$ cat config.mk
export PLATFORM = sky130hd
export DESIGN_NAME = stopwatch_ctrl_flat
export DESIGN_NICKNAME = d
export VERILOG_FILES = /design/src/rtl/stopwatch_ctrl_pkg.sv /design/src/rtl/stopwatch_ctrl_if.sv /design/src/rtl/stopwatch_ctrl_bcd_digit.sv /design/src/rtl/stopwatch_ctrl.sv /design/src/flat_wrapper.sv
export SDC_FILE = /design/constraint.sdc
export NUM_CORES = 1
export LEC_CHECK = 0
export CORE_UTILIZATION = 40
export CTS_CLUSTER_DIAMETER = 50
export DETAILED_ROUTE_END_ITERATION = 7
export GPL_TIMING_DRIVEN = 0
export REMOVE_ABC_BUFFERS = 1
export SLEW_MARGIN = 20
export SYNTH_ARGS = -nofsm -noshare
export SYNTH_HDL_FRONTEND = slang
export SYNTH_SLANG_ARGS = --single-unit
export TNS_END_PERCENT = 10
$ cat constraint.sdc
create_clock -name clk -period 2.8 [get_ports clk]
set_input_delay 0.28 -clock clk [delete_from_list [all_inputs] [get_ports clk]]
set_output_delay 0.28 -clock clk [all_outputs]
set_load 0.01 [all_outputs]
$ cat src/rtl/stopwatch_ctrl_pkg.sv
// Shared definitions for the stopwatch controller.
// Holds the FSM state encoding, the BCD digit maximum and a small helper
// that flags a digit sitting at its maximum value.
package stopwatch_ctrl_pkg;

  // Controller states; the encodings are fixed so that downstream
  // debug tooling can decode a raw state capture.
  typedef enum logic [1:0] {
    ST_IDLE  = 2'd0,
    ST_RUN   = 2'd1,
    ST_PAUSE = 2'd2,
    ST_FULL  = 2'd3
  } sw_state_e;

  // Largest value a BCD digit may hold.
  localparam logic [3:0] BCD_MAX = 4'd9;

  // True when a digit is at its maximum and would roll over on the next step.
  function automatic logic is_bcd_max(input logic [3:0] q);
    return (q == BCD_MAX);
  endfunction

endpackage

$ cat src/rtl/stopwatch_ctrl_if.sv
// Control/status bundle between the button front end, the stopwatch
// controller and the display scanner.
//   start, stop, clear : single-cycle command pulses (master -> slave)
//   digits             : BCD value, digit 0 in bits [3:0] (slave -> master)
//   running, overflow  : state flags (slave -> master)
//   tick               : one-cycle strobe after each counted step
interface stopwatch_ctrl_if #(
  parameter int DIGITS = 4
);
  logic                  start;
  logic                  stop;
  logic                  clear;
  logic [4*DIGITS-1:0]   digits;
  logic                  running;
  logic                  overflow;
  logic                  tick;

  modport master (
    output start, stop, clear,
    input  digits, running, overflow, tick
  );

  modport slave (
    input  start, stop, clear,
    output digits, running, overflow, tick
  );
endinterface

$ cat src/rtl/stopwatch_ctrl_bcd_digit.sv
// One decade of the BCD counter cascade.
//   clk, rst_n : clock, asynchronous active-low reset
//   clr        : synchronous clear to 0 (wins over en)
//   en         : step this digit by one on the next edge
//   q[3:0]     : current digit value, always 0..9
//   rc         : ripple carry, high when a step would roll 9 -> 0
module bcd_digit
  import stopwatch_ctrl_pkg::*;
(
  input  logic       clk,
  input  logic       rst_n,
  input  logic       clr,
  input  logic       en,
  output logic [3:0] q,
  output logic       rc
);

  // Digit register: clear, step with 9 -> 0 wrap, or hold.
  always_ff @(posedge clk or negedge rst_n) begin
    if (!rst_n) begin
      q <= 4'd0;
    end else if (clr) begin
      q <= 4'd0;
    end else if (en) begin
      q <= is_bcd_max(q) ? 4'd0 : (q + 4'd1);
    end else begin
      q <= q;
    end
  end

  // Carry to the next decade.
  assign rc = en & is_bcd_max(q);

endmodule

$ cat src/rtl/stopwatch_ctrl.sv
// Run/pause/clear sequencer for a cascade of BCD digit counters.
//   DIGITS   : number of cascaded BCD digits (1..8)
//   TICK_DIV : clk cycles per count step (>= 2)
//   clk      : system clock, rising edge
//   rst_n    : asynchronous active-low reset
//   bus      : slave side of stopwatch_ctrl_if (commands in, value/status out)
module stopwatch_ctrl
  import stopwatch_ctrl_pkg::*;
#(
  parameter int DIGITS   = 4,
  parameter int TICK_DIV = 50_000_000
) (
  input  logic              clk,
  input  logic              rst_n,
  stopwatch_ctrl_if.slave   bus
);

  localparam int            PW        = $clog2(TICK_DIV);
  localparam logic [PW-1:0] PRESC_MAX = PW'(TICK_DIV - 1);

  sw_state_e        state_r;
  logic             running_r;
  logic             overflow_r;
  logic             tick_r;
  logic [PW-1:0]    presc_r;

  logic             cnt_en_s;
  logic             inc_s;
  logic             sat_s;
  logic             go_s;
  logic             halt_s;

  logic [3:0]        q_s [DIGITS];
  logic [DIGITS-1:0] en_s;
  logic [DIGITS-1:0] rc_s;
  logic [DIGITS-1:0] nine_s;
  logic              carry_out_unused_s;

  // Command decode and count strobes.
  // start together with stop cancels both; clear overrides everything.
  always_comb begin
    go_s     = bus.start & ~bus.stop & ~bus.clear;
    halt_s   = bus.stop & ~bus.start & ~bus.clear;
    cnt_en_s = (state_r == ST_RUN) & ~bus.stop & ~bus.clear;
    inc_s    = cnt_en_s & (presc_r == PRESC_MAX);
    sat_s    = inc_s & (&nine_s);
  end

  // Controller FSM with registered status flags.
  always_ff @(posedge clk or negedge rst_n) begin
    if (!rst_n) begin
      state_r    <= ST_IDLE;
      running_r  <= 1'b0;
      overflow_r <= 1'b0;
    end else begin
      case (state_r)
        ST_IDLE: begin
          if (go_s) begin
            state_r   <= ST_RUN;
            running_r <= 1'b1;
          end
        end
        ST_RUN: begin
          if (bus.clear) begin
            state_r   <= ST_IDLE;
            running_r <= 1'b0;
          end else if (halt_s) begin
            state_r   <= ST_PAUSE;
            running_r <= 1'b0;
          end else if (sat_s) begin
            state_r    <= ST_FULL;
            running_r  <= 1'b0;
            overflow_r <= 1'b1;
          end
        end
        ST_PAUSE: begin
          if (bus.clear) begin
            state_r <= ST_IDLE;
          end else if (go_s) begin
            state_r   <= ST_RUN;
            running_r <= 1'b1;
          end
        end
        ST_FULL: begin
          if (bus.clear) begin
            state_r    <= ST_IDLE;
            overflow_r <= 1'b0;
          end
        end
        default: begin
          state_r    <= ST_IDLE;
          running_r  <= 1'b0;
          overflow_r <= 1'b0;
        end
      endcase
    end
  end

  // Prescaler: counts only while enabled, holds otherwise, so a pause
  // resumes with the remaining part of the interval.
  always_ff @(posedge clk or negedge rst_n) begin
    if (!rst_n) begin
      presc_r <= '0;
    end else if (bus.clear) begin
      presc_r <= '0;
    end else if (cnt_en_s) begin
      presc_r <= (presc_r == PRESC_MAX) ? '0 : (presc_r + PW'(1));
    end else begin
      presc_r <= presc_r;
    end
  end

  // Step strobe, delayed so it lines up with the updated digits.
  always_ff @(posedge clk or negedge rst_n) begin
    if (!rst_n) begin
      tick_r <= 1'b0;
    end else begin
      tick_r <= inc_s;
    end
  end

  // Digit 0 is gated off at saturation so the value holds at all 9s.
  assign en_s[0] = inc_s & ~sat_s;

  for (genvar gi = 0; gi < DIGITS; gi++) begin : g_digit
    if (gi > 0) begin : g_chain
      assign en_s[gi] = rc_s[gi-1];
    end
    bcd_digit u_digit (
      .clk   (clk),
      .rst_n (rst_n),
      .clr   (bus.clear),
      .en    (en_s[gi]),
      .q     (q_s[gi]),
      .rc    (rc_s[gi])
    );
    assign nine_s[gi]           = is_bcd_max(q_s[gi]);
    assign bus.digits[4*gi +: 4] = q_s[gi];
  end

  // The top carry can never fire because digit 0 is gated at saturation.
  assign carry_out_unused_s = rc_s[DIGITS-1];

  assign bus.running  = running_r;
  assign bus.overflow = overflow_r;
  assign bus.tick     = tick_r;

endmodule
$ cat src/flat_wrapper.sv
// flat-port wrapper written by rule: the top's interface ports become plain ports
module stopwatch_ctrl_flat import stopwatch_ctrl_pkg::*;
#(
  parameter int DIGITS   = 4,
  parameter int TICK_DIV = 50_000_000
)
  (clk, rst_n, bus_start, bus_stop, bus_clear, bus_digits, bus_running, bus_overflow, bus_tick);
  stopwatch_ctrl_if #(.DIGITS(DIGITS)) bus_i ();
  input  logic clk;
  input  logic rst_n;
  input wire logic [$bits(bus_i.start)-1:0] bus_start;
  input wire logic [$bits(bus_i.stop)-1:0] bus_stop;
  input wire logic [$bits(bus_i.clear)-1:0] bus_clear;
  output wire logic [$bits(bus_i.digits)-1:0] bus_digits;
  output wire logic [$bits(bus_i.running)-1:0] bus_running;
  output wire logic [$bits(bus_i.overflow)-1:0] bus_overflow;
  output wire logic [$bits(bus_i.tick)-1:0] bus_tick;
  assign bus_i.start = bus_start;
  assign bus_i.stop = bus_stop;
  assign bus_i.clear = bus_clear;
  assign bus_digits = bus_i.digits;
  assign bus_running = bus_i.running;
  assign bus_overflow = bus_i.overflow;
  assign bus_tick = bus_i.tick;
  stopwatch_ctrl #(.DIGITS(DIGITS), .TICK_DIV(TICK_DIV)) u_core (.clk(clk), .rst_n(rst_n), .bus(bus_i));
endmodule
==> flow_metrics.env, run 1 <==
export IMPL_cts_buffers=5
export IMPL_rsz0062_at_grt="false"
export IMPL_yosys_most_used_dff="dfrtp_1"
export IMPL_syn2layout_area_growth_pct=14.3
export IMPL_portBuffers=23
export IMPL_grt_pass1_vias=2270
export IMPL_h_tree_depth=2
export IMPL_r2r_cells=5
export IMPL_p_comb_share_pct=6.1
export IMPL_drive_gt1_share_pct=9.60
export IMPL_grtUsageMet3_pct=3.08
export IMPL_cts_root_buffer="clkbuf_8"
export IMPL_gr_total_overflow=0
export IMPL_vdd_drop_max_mv=0.227
export IMPL_synth_top_area_share_pct=41.9
export IMPL_place_congestion=0.752
export IMPL_path_depth=5
export IMPL_fin_ws_ns=0.314
export IMPL_vias_per_cell=5.73
export IMPL_p_leak_nw=1.24
export IMPL_synth_seq_cells=47
export IMPL_max_freq_ghz=0.402
export IMPL_critPathLaunchType="flop"
export IMPL_hold_violations=0
export IMPL_grtUsageMet2_pct=30.8
export IMPL_vias=2399
export IMPL_wl_per_cell_um=14.6
export IMPL_cts_buffer_depth=2
export IMPL_cp_arrival_ns=2.70
export IMPL_clock_sinks=47
export IMPL_grt_max_degree=48
export IMPL_synth_warnings=0
export IMPL_die_h_um=85.8
export IMPL_clkTransAtPathRegs_ns=0.09
export IMPL_switching_share_pct=24.0
export IMPL_p_clk_share_pct=34.3
export IMPL_async_flop_share_pct=100
export IMPL_grt_pass1_wl_mm=10.7
export IMPL_synth_edf_count=0
export IMPL_pre_cts_slack_ns=-0.569
export IMPL_hold_class="input port to async pin"
export IMPL_antenna_left=0
export IMPL_period_minus_slack_ns=2.49
export IMPL_fin_skew_ns=0.00528
export IMPL_intPower_w=0.000879
export IMPL_die_x_um=85.8
export IMPL_n_antenna_cell=0
export IMPL_worst_pin_slew_ns=0.773
export IMPL_drv_slew=0
export IMPL_crit_family="simple AND/OR/NAND/NOR gates"
export IMPL_drc=0
export IMPL_syn_area_um2=2810
export IMPL_gr_usage_met1_pct=24.0
export IMPL_drt_wl_total_mm=6.12
export IMPL_slowest_stage="or4b_4"
export IMPL_status="finished clean"
export IMPL_num_rows=30
export IMPL_initial_core_util_pct=41.3
export IMPL_cp_required_ns=3.01
export IMPL_groute_usage_overall_pct=17.8
export IMPL_firstDrtPassIters=4
export IMPL_dr_first_iter_drc_count=112
export IMPL_finish_utilization_pct=47.3
export IMPL_core_region_area_um2=6790
export IMPL_crit_chain="or4b_4 -> nor4_2 -> nand3_2 -> or4_1 -> a21oi_1"
export IMPL_power_switching_w=0.000278
export IMPL_clk_latency_ns=0.29
export IMPL_cts_tree="yes"
export IMPL_timing_hold_ws_ns=0.00156
export IMPL_max_cap_violations=0
export IMPL_cp_num_buf_inv=0
export IMPL_min_period_over_period_pct=88.8
export IMPL_postCtsHoldBufs=0
export IMPL_yosysMostFrequentCell="dfrtp_1"
export IMPL_finalSetupViolCount=0
export IMPL_final_nets=336
export IMPL_slowest_delay_ns=0.60
export IMPL_cp_max_fo=13
export IMPL_grt_busiest_layer="met2"
export IMPL_synth_area_leaders="dfrtp_1 42%, a21oi_1 5.3%, o21ai_0 4.3%"
export IMPL_power_density_nw_per_um2=360
export IMPL_io_pins=24
export IMPL_die_area_um2=7360
export IMPL_seq_power_share_pct=59.6
export IMPL_slew_headroom_pct=48.3
export IMPL_hpwl_mm=4.25
export IMPL_synth_cells=303
export IMPL_synth_area_per_cell_um2=9.27
export IMPL_crit_type="flop to flop"
export IMPL_synth_cell_types=52
export IMPL_ys_top_cells_by_count="47 x dfrtp_1, 30 x a21oi_1, 24 x o21ai_0"
export IMPL_crit_path_end_kind="flop"
export IMPL_ys_seq_area_share_pct=41.9
export IMPL_yosys_area_top_type="dfrtp_1"
export IMPL_antenna_found_initial=0
## kinds of logic (layout without fill, tap and decap cells)
family          count (synthesis)  after routing  synth area share, %
mux                             1              1                0.356
fa+ha+maj                       9              9                 4.01
flops                          47             47                 41.9
buf+inv                        26             46                 4.36
simple gates                  125            125                 28.7
xor+xnor                        2              2                0.624
compound gates                 93             93                 20.1
## metal layers
layer / share of wire [%] / vias up
met5: 0 / -
met1: 50 / 1170
met4: 0.23 / 0
met2: 47 / 40
li1: - / 1187
met3: 2.9 / 2
## placed cells by master (no fill, tap or decap), types with 7 or more instances in the layout
cell type,netlist,routed
clkdlybuf4s50_1,0,21
inv_1,14,14
nand3_1,10,10
a21oi_1,30,29
nand2_1,18,18
ha_1,9,9
o21ai_0,24,24
or3_1,11,11
dfrtp_1,47,47
and3_1,7,7
nor2_1,13,13
a31oi_1,15,15
nand4_1,14,14
## power groups by stage
stage / Combinational (W) / Sequential (W) / Clock, W
3_5_place_dp: 0.0000733 / 0.000702 / 0
3_3_place_gp: 0.0000704 / 0.000702 / 0
6_report: 0.0000704 / 0.000689 / 0.000397
2_1_floorplan: 0.0000264 / 0.000703 / 0
4_1_cts: 0.0000728 / 0.000689 / 0.000416
5_1_grt: 0.0000794 / 0.000690 / 0.000440
## final cells by class
| type | instances | area, um2 |
|---|---|---|
| Fill cell | 661 | 3580 |
| Multi-Input combinational cell | 230 | 1530 |
| Clock buffer | 5 | 68.8 |
| Timing Repair Buffer | 24 | 250 |
| Inverter | 14 | 52.6 |
| Tap cell | 96 | 120 |
| Sequential cell | 47 | 1180 |
| Clock inverter | 3 | 15.0 |
## flip-flops by register name, indices dropped and copies added, names as in the netlist
register and cells:
u_core.bus.overflow 1, u_core.presc_r 26, u_core.g_digit.u_digit.q 16, u_core.bus.tick 1, u_core.state_r 2, u_core.bus.running 1
## worst register-to-register path, stage by stage (launching register included)
cell and delay, ns:
dfrtp_1 0.45, or4b_4 0.60, nor4_2 0.45, nand3_2 0.29
or4_1 0.46, a21oi_1 0.15
## through the flow
step | cell area [um2] | TNS [ns] | cells | power (W)
4_1_cts | 3210 | 0 | 419 | 0.00118
3_3_place_gp | 3090 | -45.36 | 410 | 0.000773
5_1_grt | 3210 | 0 | 419 | 0.00121
3_5_place_dp | 3130 | -8.67 | 411 | 0.000776
6_report | 3210 | 0 | 419 | 0.00116
2_1_floorplan | 2740 | 0 | 291 | 0.000730
## timing repair
item | 4_1_cts | 5_1_grt
hold endpoints to repair | 0 | 0
buffers inserted | 0 | 0
gates resized for setup | 1 | 2
pin swaps | 0 | 0
endpoints found under the setup margin | 13 | 1
## final timing paths
path / startpoint / to / slack (ns)
worst max-delay path: u_core.presc_r[10] / u_core.g_digit[1].u_digit.q[1] / 0.31
worst min-delay path: rst_n / u_core.g_digit[3].u_digit.q[3] / 0.002
worst max register to register: u_core.presc_r[10] / u_core.g_digit[1].u_digit.q[1] / 0.31
worst min register to register: u_core.presc_r[23] / u_core.presc_r[23] / 0.53
max in group asynchronous: rst_n / u_core.state_r[0] / 2.39
min in group clk: u_core.presc_r[23] / u_core.presc_r[23] / 0.53
No activity file was read; power rests on OpenSTA's default activity.
==> run 2: changes to the inputs <==
--- a/config.mk
+++ b/config.mk
@@ -13,5 +13,6 @@
 export SLEW_MARGIN = 20
 export SYNTH_ARGS = -nofsm -noshare
 export SYNTH_HDL_FRONTEND = slang
+export SYNTH_HIERARCHICAL = 1
 export SYNTH_SLANG_ARGS = --single-unit
 export TNS_END_PERCENT = 10
==> run 2 against run 1 <==
Clock skew up 0.0015 ns; clock power up 24%; sequential share of layout area down 1.7 points; power up 8.1%; critical path type unchanged; largest power group unchanged.
==> flow_metrics.env, run 2 <==
export IMPL_synth_warnings=6
export IMPL_vdd_drop_max_mv=0.229
export IMPL_power_density_nw_per_um2=371
export IMPL_max_freq_ghz=0.360
export IMPL_cts_root_buffer="clkbuf_8"
export IMPL_num_rows=30
export IMPL_synth_area_per_cell_um2=9.18
export IMPL_finalSetupViolCount=0
export IMPL_antenna_found_initial=0
export IMPL_cp_required_ns=3.03
export IMPL_r2r_start="u_core/presc_r[10]"
export IMPL_vias=2555
export IMPL_dr_first_iter_drc_count=111
export IMPL_cts_buffers=5
export IMPL_firstDrtPassIters=4
export IMPL_drc=0
export IMPL_largest_register="u_core/presc_r"
export IMPL_die_x_um=86.5
export IMPL_dpl_cell_area_um2=3130
export IMPL_whs_path_depth=1
export IMPL_period_minus_slack_ns=2.78
export IMPL_rsz0062_at_grt="true"
export IMPL_antenna_left=0
export IMPL_worst_pin_slew_ns=0.981
export IMPL_reg_top3="u_core/presc_r x26, u_core/g_digit.u_digit/q x16, u_core/state_r x2"
export IMPL_place_inst=418
export IMPL_syn_area_um2=2850
export IMPL_drv_slew=0
export IMPL_grt_pass1_wl_mm=12.0
export IMPL_drt_wl_total_mm=6.84
export IMPL_place_congestion=0.795
export IMPL_hold_violations=0
export IMPL_die_h_um=86.5
export IMPL_n_antenna_cell=0
export IMPL_grt_max_degree=48
export IMPL_portBuffers=23
export IMPL_h_tree_depth=2
export IMPL_cp_arrival_ns=3.01
export IMPL_stdcell_area_um2=3370
export IMPL_max_cap_violations=0
export IMPL_groute_usage_overall_pct=20.2
export IMPL_p_leak_nw=1.23
export IMPL_crit_type="flop to flop"
export IMPL_layout_commonest_cell="dfrtp_1"
export IMPL_clk_latency_ns=0.30
export IMPL_tns_ns=0
export IMPL_cts_buffer_depth=2
export IMPL_crit_path_end_kind="flop"
export IMPL_cp_max_fo=4
export IMPL_min_period_over_period_pct=99.2
export IMPL_drive_gt1_share_pct=13.3
export IMPL_clkTransAtPathRegs_ns=0.09
export IMPL_hold_start="u_core/bus.overflow"
export IMPL_vias_per_cell=5.87
export IMPL_finish_utilization_pct=49.3
export IMPL_largest_reg_flops=26
export IMPL_fin_cells=435
export IMPL_hpwl_mm=4.19
export IMPL_status="finished clean"
export IMPL_grt_pass1_vias=2476
export IMPL_cts_tree="yes"
export IMPL_clock_sinks=47
export IMPL_initial_core_util_pct=41.8
export IMPL_layout_common_cells="45 x dfrtp_1, 34 x nand2_1, 29 x a31oi_1"
export IMPL_io_pins=24
export IMPL_final_nets=353
export IMPL_r2r_end="u_core/g_digit[3].u_digit/q[2]"
export IMPL_gr_total_overflow=0
export IMPL_syn2layout_area_growth_pct=18.1
export IMPL_critPathLaunchType="flop"
export IMPL_reg2reg_slack_ns=0.02
export IMPL_hold_path_end="u_core/bus.overflow"
export IMPL_hold_class="flop to flop"
export IMPL_synth_cells=311
export IMPL_fin_skew_ns=0.00683
export IMPL_wl_per_cell_um=15.7
export IMPL_core_region_area_um2=6830
export IMPL_r2r_cells=14
export IMPL_slew_headroom_pct=34.0
export IMPL_die_area_um2=7480
==> run 2: what timing repair did <==
item                       in CTS  in global routing
gates resized for setup        12                  4
hold endpoints to repair        4                  0
hold buffers                    1                  0
pin swaps                       6                  1
setup buffers                   9                  0
setup endpoints to repair      19                 28
==> run 2: through the flow <==
stage               power [W]  hold WS, ns  worst slack [ns]
floorplan            0.000727      -0.0156            -0.539
global placement     0.000769        0.473             -1.46
detailed placement   0.000769        0.337             -1.17
CTS                   0.00127        0.497          -0.00890
global route          0.00130        0.522            -0.119
finish                0.00125        0.493            0.0227
==> run 2: final cells by class <==
type | instances | area [um2]
tap | 96 | 120
fill | 665 | 3460
clock inverter | 1 | 30.0
sequential | 47 | 1180
inverter | 11 | 41.3
timing repair buffer | 33 | 300
clock buffer | 6 | 72.6
multi-input combinational | 241 | 1630
==> run 2: critical path, stage by stage (launching register included) <==
cell,delay (ns)
dfrtp_2,0.43
or4b_4,0.55
nor4_4,0.19
nand4_1,0.20
nor2_2,0.15
and2_4,0.15
inv_1,0.07
nor2_4,0.09
inv_1,0.09
nor2_4,0.10
inv_1,0.09
nor2_4,0.13
nand2_2,0.07
a211o_1,0.28
a21oi_2,0.11
==> run 2: worst max path at each step <==
stage | startpoint | to | slack [ns] | cells after the start
final | u_core/presc_r[10] | u_core/g_digit[3].u_digit/q[2] | 0.02 | 14
after global routing | u_core/presc_r[8] | u_core/g_digit[3].u_digit/q[2] | -0.12 | 14
after CTS | u_core/presc_r[10] | u_core/presc_r[14] | -0.009 | 6
after detailed placement | u_core/presc_r[10] | u_core/g_digit[3].u_digit/q[2] | -1.17 | 14
after global placement | bus_clear | u_core/presc_r[16] | -1.46 | 4
after floorplan | u_core/presc_r[10] | u_core/g_digit[3].u_digit/q[2] | -0.54 | 14
==> run 2: report_power, final <==
group	internal, W	switching (W)	leakage, nW
clock	0.000262	0.000232	0.0513
combinational	0.0000199	0.0000457	0.528
sequential	0.000684	0.00000610	0.647
total	0.000966	0.000284	1.23
==> run 2: per-layer routing <==
metal / part of all wire [%] / global-route usage, % / vias up
li1: - / - / 1241
met1: 48 / 28.1 / 1257
met2: 46 / 32.0 / 51
met3: 3.9 / 3.33 / 6
met4: 1.5 / 7.27 / 0
met5: 0 / 0 / -
==> run 3: changes to the inputs <==
--- a/config.mk
+++ b/config.mk
@@ -5,6 +5,7 @@
 export SDC_FILE = /design/constraint.sdc
 export NUM_CORES = 1
 export LEC_CHECK = 0
+export CAP_MARGIN = 25
 export CORE_UTILIZATION = 40
 export CTS_CLUSTER_DIAMETER = 50
 export DETAILED_ROUTE_END_ITERATION = 7
==> run 3 against run 2 <==
Clock power is essentially flat; clock skew barely moved; hold slack barely moved; sequential power about the same; non-clock buffer count grew 3; core utilization up 0.46 points; maximum frequency rose by 3.2%; global-route usage unchanged; via count increased by 0.23%; power about the same; critical path type unchanged; critical endpoint unchanged; largest cell class unchanged; highest routed layer unchanged.
==> flow_metrics.env, run 3 (synthesized netlist as in run 2, its figures left out) <==
export IMPL_num_rows=30
export IMPL_gr_total_overflow=0
export IMPL_max_freq_ghz=0.372
export IMPL_grt_pass1_wl_mm=12.0
export IMPL_grt_pass1_vias=2476
export IMPL_hold_path_end="u_core/bus.overflow"
export IMPL_cp_required_ns=3.03
export IMPL_r2r_end="u_core/g_digit[3].u_digit/q[2]"
export IMPL_vdd_drop_max_mv=0.270
export IMPL_core_region_area_um2=6830
export IMPL_initial_core_util_pct=41.8
export IMPL_cts_tree="yes"
export IMPL_die_x_um=86.5
export IMPL_clock_sinks=47
export IMPL_final_nets=356
export IMPL_n_antenna_cell=0
export IMPL_firstDrtPassIters=5
export IMPL_reg_top3="u_core/presc_r x26, u_core/g_digit.u_digit/q x16, u_core/state_r x2"
export IMPL_drt_wl_total_mm=6.93
export IMPL_tns_ns=0
export IMPL_cp_arrival_ns=2.92
export IMPL_critPathLaunchType="flop"
export IMPL_clk_latency_ns=0.30
export IMPL_r2r_start="u_core/presc_r[10]"
export IMPL_dr_first_iter_drc_count=130
export IMPL_wl_per_cell_um=15.8
export IMPL_antenna_found_initial=0
export IMPL_h_tree_depth=2
export IMPL_fin_skew_ns=0.00690
export IMPL_rsz0062_at_grt="true"
export IMPL_hpwl_mm=4.19
export IMPL_layout_commonest_cell="dfrtp_1"
export IMPL_largest_register="u_core/presc_r"
export IMPL_vias=2561
export IMPL_portBuffers=23
export IMPL_worst_pin_slew_ns=0.809
export IMPL_r2r_cells=14
export IMPL_antenna_left=0
export IMPL_crit_path_end_kind="flop"
export IMPL_finish_utilization_pct=49.8
export IMPL_hold_start="u_core/bus.overflow"
export IMPL_crit_type="flop to flop"
export IMPL_cts_root_buffer="clkbuf_8"
export IMPL_max_cap_violations=0
export IMPL_layout_common_cells="45 x dfrtp_1, 34 x nand2_1, 29 x a31oi_1"
export IMPL_die_area_um2=7480
export IMPL_dpl_cell_area_um2=3130
export IMPL_vias_per_cell=5.85
export IMPL_period_minus_slack_ns=2.69
export IMPL_largest_reg_flops=26
export IMPL_slew_headroom_pct=45.9
export IMPL_min_period_over_period_pct=96.1
export IMPL_drv_slew=0
export IMPL_p_leak_nw=1.24
export IMPL_finalSetupViolCount=0
export IMPL_status="finished clean"
export IMPL_io_pins=24
export IMPL_drc=0
export IMPL_cts_buffer_depth=2
export IMPL_hold_violations=0
export IMPL_place_congestion=0.795
export IMPL_reg2reg_slack_ns=0.11
export IMPL_stdcell_area_um2=3400
export IMPL_cp_max_fo=4
export IMPL_die_h_um=86.5
export IMPL_whs_path_depth=1
export IMPL_groute_usage_overall_pct=20.2
export IMPL_hold_class="flop to flop"
export IMPL_clkTransAtPathRegs_ns=0.09
export IMPL_crit_path_start="u_core/presc_r[10]"
export IMPL_grt_max_degree=48
export IMPL_cts_buffers=5
export IMPL_drive_gt1_share_pct=14.9
export IMPL_syn2layout_area_growth_pct=19.2
export IMPL_power_density_nw_per_um2=367
run 3: cell count changes in the layout (fill, tap and decap cells not counted), sizes merged:
cell / previous run / this run
buf: 11 / 13
clkbuf: 6 / 7
run 3: report_power, final:
| group | internal, W | leakage, nW | switching (W) |
|---|---|---|---|
| combinational | 0.0000200 | 0.545 | 0.0000460 |
| sequential | 0.000684 | 0.647 | 0.00000604 |
| clock | 0.000262 | 0.0513 | 0.000232 |
run 3: repair_timing:
| action | CTS | global route |
|---|---|---|
| pin swaps | 6 | 2 |
| setup endpoints to repair | 19 | 6 |
| resized for setup | 12 | 7 |
| buffers inserted | 9 | 1 |
| endpoints found under the hold margin | 4 | 0 |
| hold buffers | 1 | 0 |
run 3: area by class of cell:
| class | count | area, um2 |
|---|---|---|
| fill | 664 | 3430 |
| multi-input combinational | 241 | 1620 |
| sequential | 47 | 1180 |
| timing repair buffer | 36 | 340 |
| tap | 96 | 120 |
| clock buffer | 6 | 72.6 |
| inverter | 11 | 41.3 |
| clock inverter | 1 | 30.0 |
run 3: worst max-delay path by stage:
| stage | end | slack (ns) | cells past startpoint |
|---|---|---|---|
| after floorplan | u_core/g_digit[3].u_digit/q[2] | -0.54 | 14 |
| after global placement | u_core/presc_r[16] | -1.46 | 4 |
| after detailed placement | u_core/g_digit[3].u_digit/q[2] | -1.17 | 14 |
| after CTS | u_core/presc_r[14] | -0.009 | 6 |
| after global routing | u_core/g_digit[3].u_digit/q[2] | -0.01 | 14 |
| final | u_core/g_digit[3].u_digit/q[2] | 0.11 | 14 |
run 3: worst max-delay path, stage by stage (launching register included):
cell and delay [ns]:
dfrtp_2 0.43, or4b_4 0.56, nor4_4 0.19, nand4_1 0.21, nor2_2 0.15, and2_4 0.16
inv_2 0.05, nor2_4 0.09, inv_2 0.06, nor2_4 0.09, inv_2 0.07, nor2_4 0.12
nand2_2 0.07, a211o_1 0.27, a21oi_2 0.11
run 3: stage by stage:
stage                     std cells  total power [W]  setup WS, ns  hold WS [ns]
after floorplan                 299         0.000727        -0.539       -0.0156
after global placement          418         0.000769         -1.46         0.473
after detailed placement        418         0.000769         -1.17         0.337
after CTS                       435          0.00127      -0.00890         0.497
after global routing            438          0.00130       -0.0130         0.522
final                           438          0.00125         0.110         0.493
run 3: metal layers:
layer | up-vias | wire length (um) | GRT usage [%]
met4 | 0 | 102 | 7.27
met3 | 6 | 237 | 3.33
li1 | 1243 | - | -
met1 | 1262 | 3470 | 28.1
met5 | - | 0 | 0
met2 | 50 | 3110 | 32.0
